### src/rtl/job_control.sv
// PSL job-control engine: decodes ha_j* commands and sequences reset, start, run and
// completion. Done/ack events pass through a DONE_DELAY-stage pipeline.
module job_control #(
  parameter int unsigned DONE_DELAY   = 1,
  parameter int unsigned RESET_CYCLES = 4,
  parameter bit          PARITY_CHECK = 1'b1
) (
  input  logic        ha_pclock,
  input  logic        reset,
  input  logic        ha_jval,
  input  logic [0:7]  ha_jcom,
  input  logic        ha_jcompar,
  input  logic [0:63] ha_jea,
  input  logic        ha_jeapar,
  input  logic        app_done,
  input  logic [0:63] app_error,
  output logic        ah_jrunning,
  output logic        ah_jdone,
  output logic        ah_jcack,
  output logic [0:63] ah_jerror,
  output logic        ah_jyield,
  output logic        afu_reset,
  output logic        job_start,
  output logic [0:63] job_ea,
  output logic        parity_err
);

  localparam logic [0:7] CMD_RESET = 8'h80;
  localparam logic [0:7] CMD_START = 8'h90;
  localparam logic [0:7] CMD_LLCMD = 8'h45;

  typedef enum logic [1:0] {IDLE, RESETTING, READY, RUNNING} state_t;

  state_t            state_q, state_d;
  logic [7:0]        rst_cnt_q, rst_cnt_d;
  logic              afu_reset_q, afu_reset_d;
  logic              running_q, running_d;
  logic              job_start_q, job_start_d;
  logic [0:63]       job_ea_q, job_ea_d;
  logic [0:63]       jerror_q, jerror_d;
  logic              parity_err_q, parity_err_d;
  logic [DONE_DELAY:0] done_pipe_q, done_pipe_d;
  logic [DONE_DELAY:0] ack_pipe_q, ack_pipe_d;

  logic par_fault, cmd_ok, rst_cmd, start_cmd, ll_cmd, done_ev, ack_ev;

  always_comb begin
    par_fault = PARITY_CHECK && ha_jval &&
                ((ha_jcompar != ~^ha_jcom) ||
                 ((ha_jcom == CMD_START) && (ha_jeapar != ~^ha_jea)));
    cmd_ok    = ha_jval && !par_fault;
    rst_cmd   = cmd_ok && (ha_jcom == CMD_RESET);
    start_cmd = cmd_ok && (ha_jcom == CMD_START);
    ll_cmd    = cmd_ok && (ha_jcom == CMD_LLCMD);

    state_d      = state_q;
    rst_cnt_d    = rst_cnt_q;
    afu_reset_d  = afu_reset_q;
    running_d    = running_q;
    job_start_d  = 1'b0;
    job_ea_d     = job_ea_q;
    jerror_d     = jerror_q;
    parity_err_d = parity_err_q | par_fault;
    done_ev      = 1'b0;
    ack_ev       = 1'b0;

    // RESET overrides everything, including an app_done in the same cycle
    if (rst_cmd) begin
      state_d     = RESETTING;
      rst_cnt_d   = 8'(RESET_CYCLES);
      afu_reset_d = 1'b1;
      running_d   = 1'b0;
      jerror_d    = '0;
    end else begin
      unique case (state_q)
        IDLE: afu_reset_d = 1'b1;
        RESETTING: begin
          if (rst_cnt_q == 8'd0) begin
            state_d     = READY;
            afu_reset_d = 1'b0;
            done_ev     = 1'b1;
          end else begin
            rst_cnt_d = rst_cnt_q - 8'd1;
          end
        end
        READY: begin
          if (start_cmd) begin
            state_d     = RUNNING;
            job_ea_d    = ha_jea;
            job_start_d = 1'b1;
            running_d   = 1'b1;
          end
        end
        RUNNING: begin
          ack_ev = ll_cmd;
          if (app_done) begin
            state_d     = IDLE;
            running_d   = 1'b0;
            afu_reset_d = 1'b1;
            jerror_d    = app_error;
            done_ev     = 1'b1;
          end
        end
        default: state_d = IDLE;
      endcase
    end

    // Bit 0 holds the newest event; the top bit drives the output
    done_pipe_d    = done_pipe_q << 1;
    done_pipe_d[0] = done_ev;
    ack_pipe_d     = ack_pipe_q << 1;
    ack_pipe_d[0]  = ack_ev;
    if (rst_cmd) begin
      done_pipe_d = '0;
      ack_pipe_d  = '0;
    end
  end

  always_ff @(posedge ha_pclock) begin
    if (reset) begin
      state_q      <= IDLE;
      rst_cnt_q    <= '0;
      afu_reset_q  <= 1'b1;
      running_q    <= 1'b0;
      job_start_q  <= 1'b0;
      job_ea_q     <= '0;
      jerror_q     <= '0;
      parity_err_q <= 1'b0;
      done_pipe_q  <= '0;
      ack_pipe_q   <= '0;
    end else begin
      state_q      <= state_d;
      rst_cnt_q    <= rst_cnt_d;
      afu_reset_q  <= afu_reset_d;
      running_q    <= running_d;
      job_start_q  <= job_start_d;
      job_ea_q     <= job_ea_d;
      jerror_q     <= jerror_d;
      parity_err_q <= parity_err_d;
      done_pipe_q  <= done_pipe_d;
      ack_pipe_q   <= ack_pipe_d;
    end
  end

  assign ah_jrunning = running_q;
  assign ah_jdone    = done_pipe_q[DONE_DELAY];
  assign ah_jcack    = ack_pipe_q[DONE_DELAY];
  assign ah_jerror   = jerror_q;
  assign ah_jyield   = 1'b0;
  assign afu_reset   = afu_reset_q;
  assign job_start   = job_start_q;
  assign job_ea      = job_ea_q;
  assign parity_err  = parity_err_q;

endmodule

### config.mk
export PLATFORM = sky130hd
export DESIGN_NAME = job_control
export DESIGN_NICKNAME = d
export VERILOG_FILES = /design/src/rtl/job_control.sv
export SDC_FILE = /design/constraint.sdc
export NUM_CORES = 1
export LEC_CHECK = 0
export CORE_AREA = 10 10 142 118
export DETAILED_ROUTE_END_ITERATION = 7
export DIE_AREA = 0 0 152 128
export PLACE_DENSITY = 0.9
export SYNTH_ARGS = -nofsm -noshare
export SYNTH_HDL_FRONTEND = slang
export SYNTH_SLANG_ARGS = --single-unit
export TNS_END_PERCENT = 50
### constraint.sdc
create_clock -name ha_pclock -period 7.7 [get_ports ha_pclock]
set_clock_uncertainty 0.2 [all_clocks]
set_input_delay 0.77 -clock ha_pclock [delete_from_list [all_inputs] [get_ports ha_pclock]]
set_output_delay 0.77 -clock ha_pclock [all_outputs]
set_load 0.01 [all_outputs]
==> flow_metrics.env <==
export IMPL_status="complete, no violations"
export IMPL_postCtsSetupBuffers=0
export IMPL_h_tree_depth=4
export IMPL_fin_nets=1067
export IMPL_clk_pin_slew_ns=0.06
export IMPL_critPathMaxStageDelay_ns=0.68
export IMPL_diodes=0
export IMPL_synth_top_cell_area_share_pct=47.7
export IMPL_synthSimpleGateAreaFrac_pct=15.1
export IMPL_crit_path_top_delay_cell="a21o_2"
export IMPL_drc=0
export IMPL_routed_wirelength_mm=18.5
export IMPL_start_util_pct=43.9
export IMPL_grt_overflow=0
export IMPL_p_int_mw=1.43
export IMPL_synth_seq_cells=146
export IMPL_avgSynthCellArea_um2=9.31
export IMPL_grt_usage_pct=18.7
export IMPL_die_h_um=128
export IMPL_crit_top_cell="xnor2_1"
export IMPL_min_period_over_period_pct=53.4
export IMPL_relSlewSlack_pct=25.6
export IMPL_finalWeightedCongestion=0.798
export IMPL_core_area_um2=14000
export IMPL_fin_crit_ns=4.11
export IMPL_pwr_share_comb_pct=15.0
export IMPL_synthesis_nets=810
export IMPL_grt_first_pass_wirelength_mm=29.6
export IMPL_yosysWarnings=0
export IMPL_synth_main_ff_cell="dfxtp_1"
export IMPL_rr_startpoint="state_q[1]$_SDFFE_PP0P_"
export IMPL_final_area_um2=9460
export IMPL_finalPower_mw=1.88
export IMPL_ctsResizeCount=0
export IMPL_leakagePower_nw=3.21
export IMPL_grt_pass1_vias=5559
export IMPL_die_area_um2=19500
export IMPL_portBuffers=275
export IMPL_clock_path_buffers=2
export IMPL_hp_start="done_pipe_q[0]$_SDFF_PP0_"
export IMPL_cts_root_buffer="clkbuf_16"
export IMPL_crit_start="ha_jea[41]"
export IMPL_arrival_ns=4.19
export IMPL_ant_nets=0
export IMPL_critPathCaptureType="register"
export IMPL_path_max_fanout=47
export IMPL_yosys_top_cells_area="dfxtp_1, mux2i_1, xnor2_1"
export IMPL_ctsHoldBuffers=0
export IMPL_maxCapViolations=0
export IMPL_ys_seq_area_share_pct=47.7
export IMPL_synth_top_area_cell="dfxtp_1"
export IMPL_antenna_found_initial=2
export IMPL_nFillCells=1118
export IMPL_final_layout_size_suffix_gt1_share_pct=6.79
export IMPL_p_per_area_nw_per_um2=199
export IMPL_wl_per_cell_um=16.7
export IMPL_drtIter0Drc=170
export IMPL_areaGrowthSynthToFinish_pct=54.3
export IMPL_vias=5286
export IMPL_numCtsBuffers=17
export IMPL_cts_num_sinks=146
export IMPL_netSwitchingPower_mw=0.446
export IMPL_tightest_slew_ns=1.12
export IMPL_finalHoldViolCount=0
export IMPL_p_seq_share_pct=40.3
export IMPL_async_flop_share_pct=0
export IMPL_synth_compound_area_share_pct=8.08
export IMPL_avgViaCountPerCell=4.75
export IMPL_vdd_ir_drop_max_v=0.000143
export IMPL_p_sw_share_pct=23.8
export IMPL_synthXorXnorAreaFrac_pct=10.8
export IMPL_critPathRequiredTime_ns=7.78
export IMPL_die_w_um=152
export IMPL_grt_max_degree=70
export IMPL_multiInputGateArea_um2=2870
export IMPL_drtPass1Iterations=6
export IMPL_fmax_mhz=243
export IMPL_synth_edff_count=0
export IMPL_crit_chain="clkdlybuf4s50_1 > xor2_1 > xnor2_1 > xnor2_1 > xnor2_1 > xnor3_2 > xnor2_2 > a21oi_2 > a21o_2 > buf_4 > a21oi_1"
export IMPL_place_hpwl_mm=14.0
export IMPL_dpl_cell_area_um2=8850
export IMPL_rows=39
export IMPL_regArea_um2=2920
export IMPL_final_setup_viol_count=0
export IMPL_startpoint_type="primary input"
export IMPL_synthAdderAreaFrac_pct=2.04
export IMPL_rsz0062_at_grt="no"
export IMPL_synth_cells=658
export IMPL_setup_tns_ns=0
export IMPL_cts_tree="yes"
export IMPL_insertion_delay_ns=0.42
export IMPL_io_pins=277
export IMPL_syn_cell_area_um2=6130
export IMPL_critical_path_class="primary input to register"
export IMPL_slew_viol_final=0
export IMPL_hold_class="register to register"
export IMPL_muxShareOfSynthArea_pct=10.5
export IMPL_synth_top_family_by_area="simple AND/OR/NAND/NOR gates"
export IMPL_pwr_share_clk_pct=44.7
export IMPL_synth_distinct_cells=40
[Yosys cell counts (2+ instances only)]
library cell	count
dfxtp_1	146
nand2_1	135
nor2_1	75
mux2i_1	64
xnor2_1	63
a21oi_1	48
clkbuf_1	24
a21oi_2	21
inv_1	14
ha_1	10
xor2_1	8
buf_12	6
buf_2	5
buf_6	5
a31oi_1	2
and4_1	2
nand3_1	2
nor3_1	2
nor3b_1	2
nor4_1	2
o21ai_0	2
or3_1	2
[through the flow]
stage               hold slack, ns  std cells  setup WS [ns]  utilization, %
global placement             0.208       1080           3.28            63.4
CTS                          0.213       1112           3.62            67.8
global route                 0.248       1112           3.38            67.8
finish                       0.203       1112           3.59            67.8
floorplan                    0.194        658           4.54               -
detailed placement           0.207       1080           3.21            63.4
[power by group through the flow]
| stage | Sequential, mW | Combinational, mW | Clock (mW) |
|---|---|---|---|
| finish | 0.757 | 0.282 | 0.838 |
| global route | 0.757 | 0.304 | 0.885 |
| CTS | 0.757 | 0.284 | 0.855 |
| detailed placement | 0.774 | 0.280 | 0 |
| global placement | 0.774 | 0.275 | 0 |
| floorplan | 0.774 | 0.167 | 0 |
[sequential cells by signal, indices dropped and copies added, names as in the netlist]
| register | flops |
|---|---|
| done_pipe_q | 2 |
| job_ea | 64 |
| ack_pipe_q | 2 |
| ah_jerror | 64 |
| parity_err | 1 |
| rst_cnt_q | 8 |
| job_start | 1 |
| ah_jrunning | 1 |
| state_q | 2 |
| afu_reset | 1 |
[routing by layer]
layer | track usage (%) | vias up | part of all wire [%]
li1 | - | 2643 | -
met1 | 20.9 | 2427 | 41
met2 | 31.3 | 180 | 49
met3 | 7.65 | 32 | 8.0
met4 | 7.57 | 4 | 2.2
met5 | 0 | - | 0.15
[worst max-delay path, delay by kind of cell]
kind                      cells  cell delay [ns]
xor gates and xnor gates      6             1.35
buffers and inverters         2             1.06
AOI/OAI and AO/OA             3             0.97
[cell type report]
type | instances | area share [%]
Tap cell | 184 | 2.43
Sequential cell | 146 | 30.9
Multi-Input combinational cell | 457 | 30.4
Clock inverter | 12 | 1.64
Clock buffer | 20 | 4.72
Timing Repair Buffer | 279 | 29.4
Inverter | 14 | 0.556
[placed cells by master, fill, tap and decap left out, types with 3 or more instances in the layout]
master	count
clkbuf_16	17
nor2_1	75
nand2_1	135
inv_1	14
ha_1	10
a21oi_1	48
clkinv_2	3
dfxtp_1	146
a21oi_2	21
mux2i_1	64
bufinv_16	3
buf_4	4
clkdlybuf4s50_1	274
xor2_1	8
xnor2_1	63
[worst paths after layout]
| path | to | slack (ns) | cells after the start |
|---|---|---|---|
| max | ah_jerror[58]$_SDFFE_PP0P_ | 3.59 | 11 |
| min | done_pipe_q[1]$_SDFF_PP0_ | 0.20 | 2 |
| max reg2reg | job_ea[42]$_SDFFE_PP0P_ | 5.21 | 5 |
| min reg2reg | done_pipe_q[1]$_SDFF_PP0_ | 0.20 | 2 |
[logic make-up after synthesis]
family / after synthesis
other: 1
AOI/OAI and AO/OA: 79
and+or+nand+nor: 230
DFF: 146
xor gates and xnor gates: 73
muxes: 64
adders and majority gates: 10
buffers and inverters: 55
No activity file was read; power rests on OpenSTA's default activity.
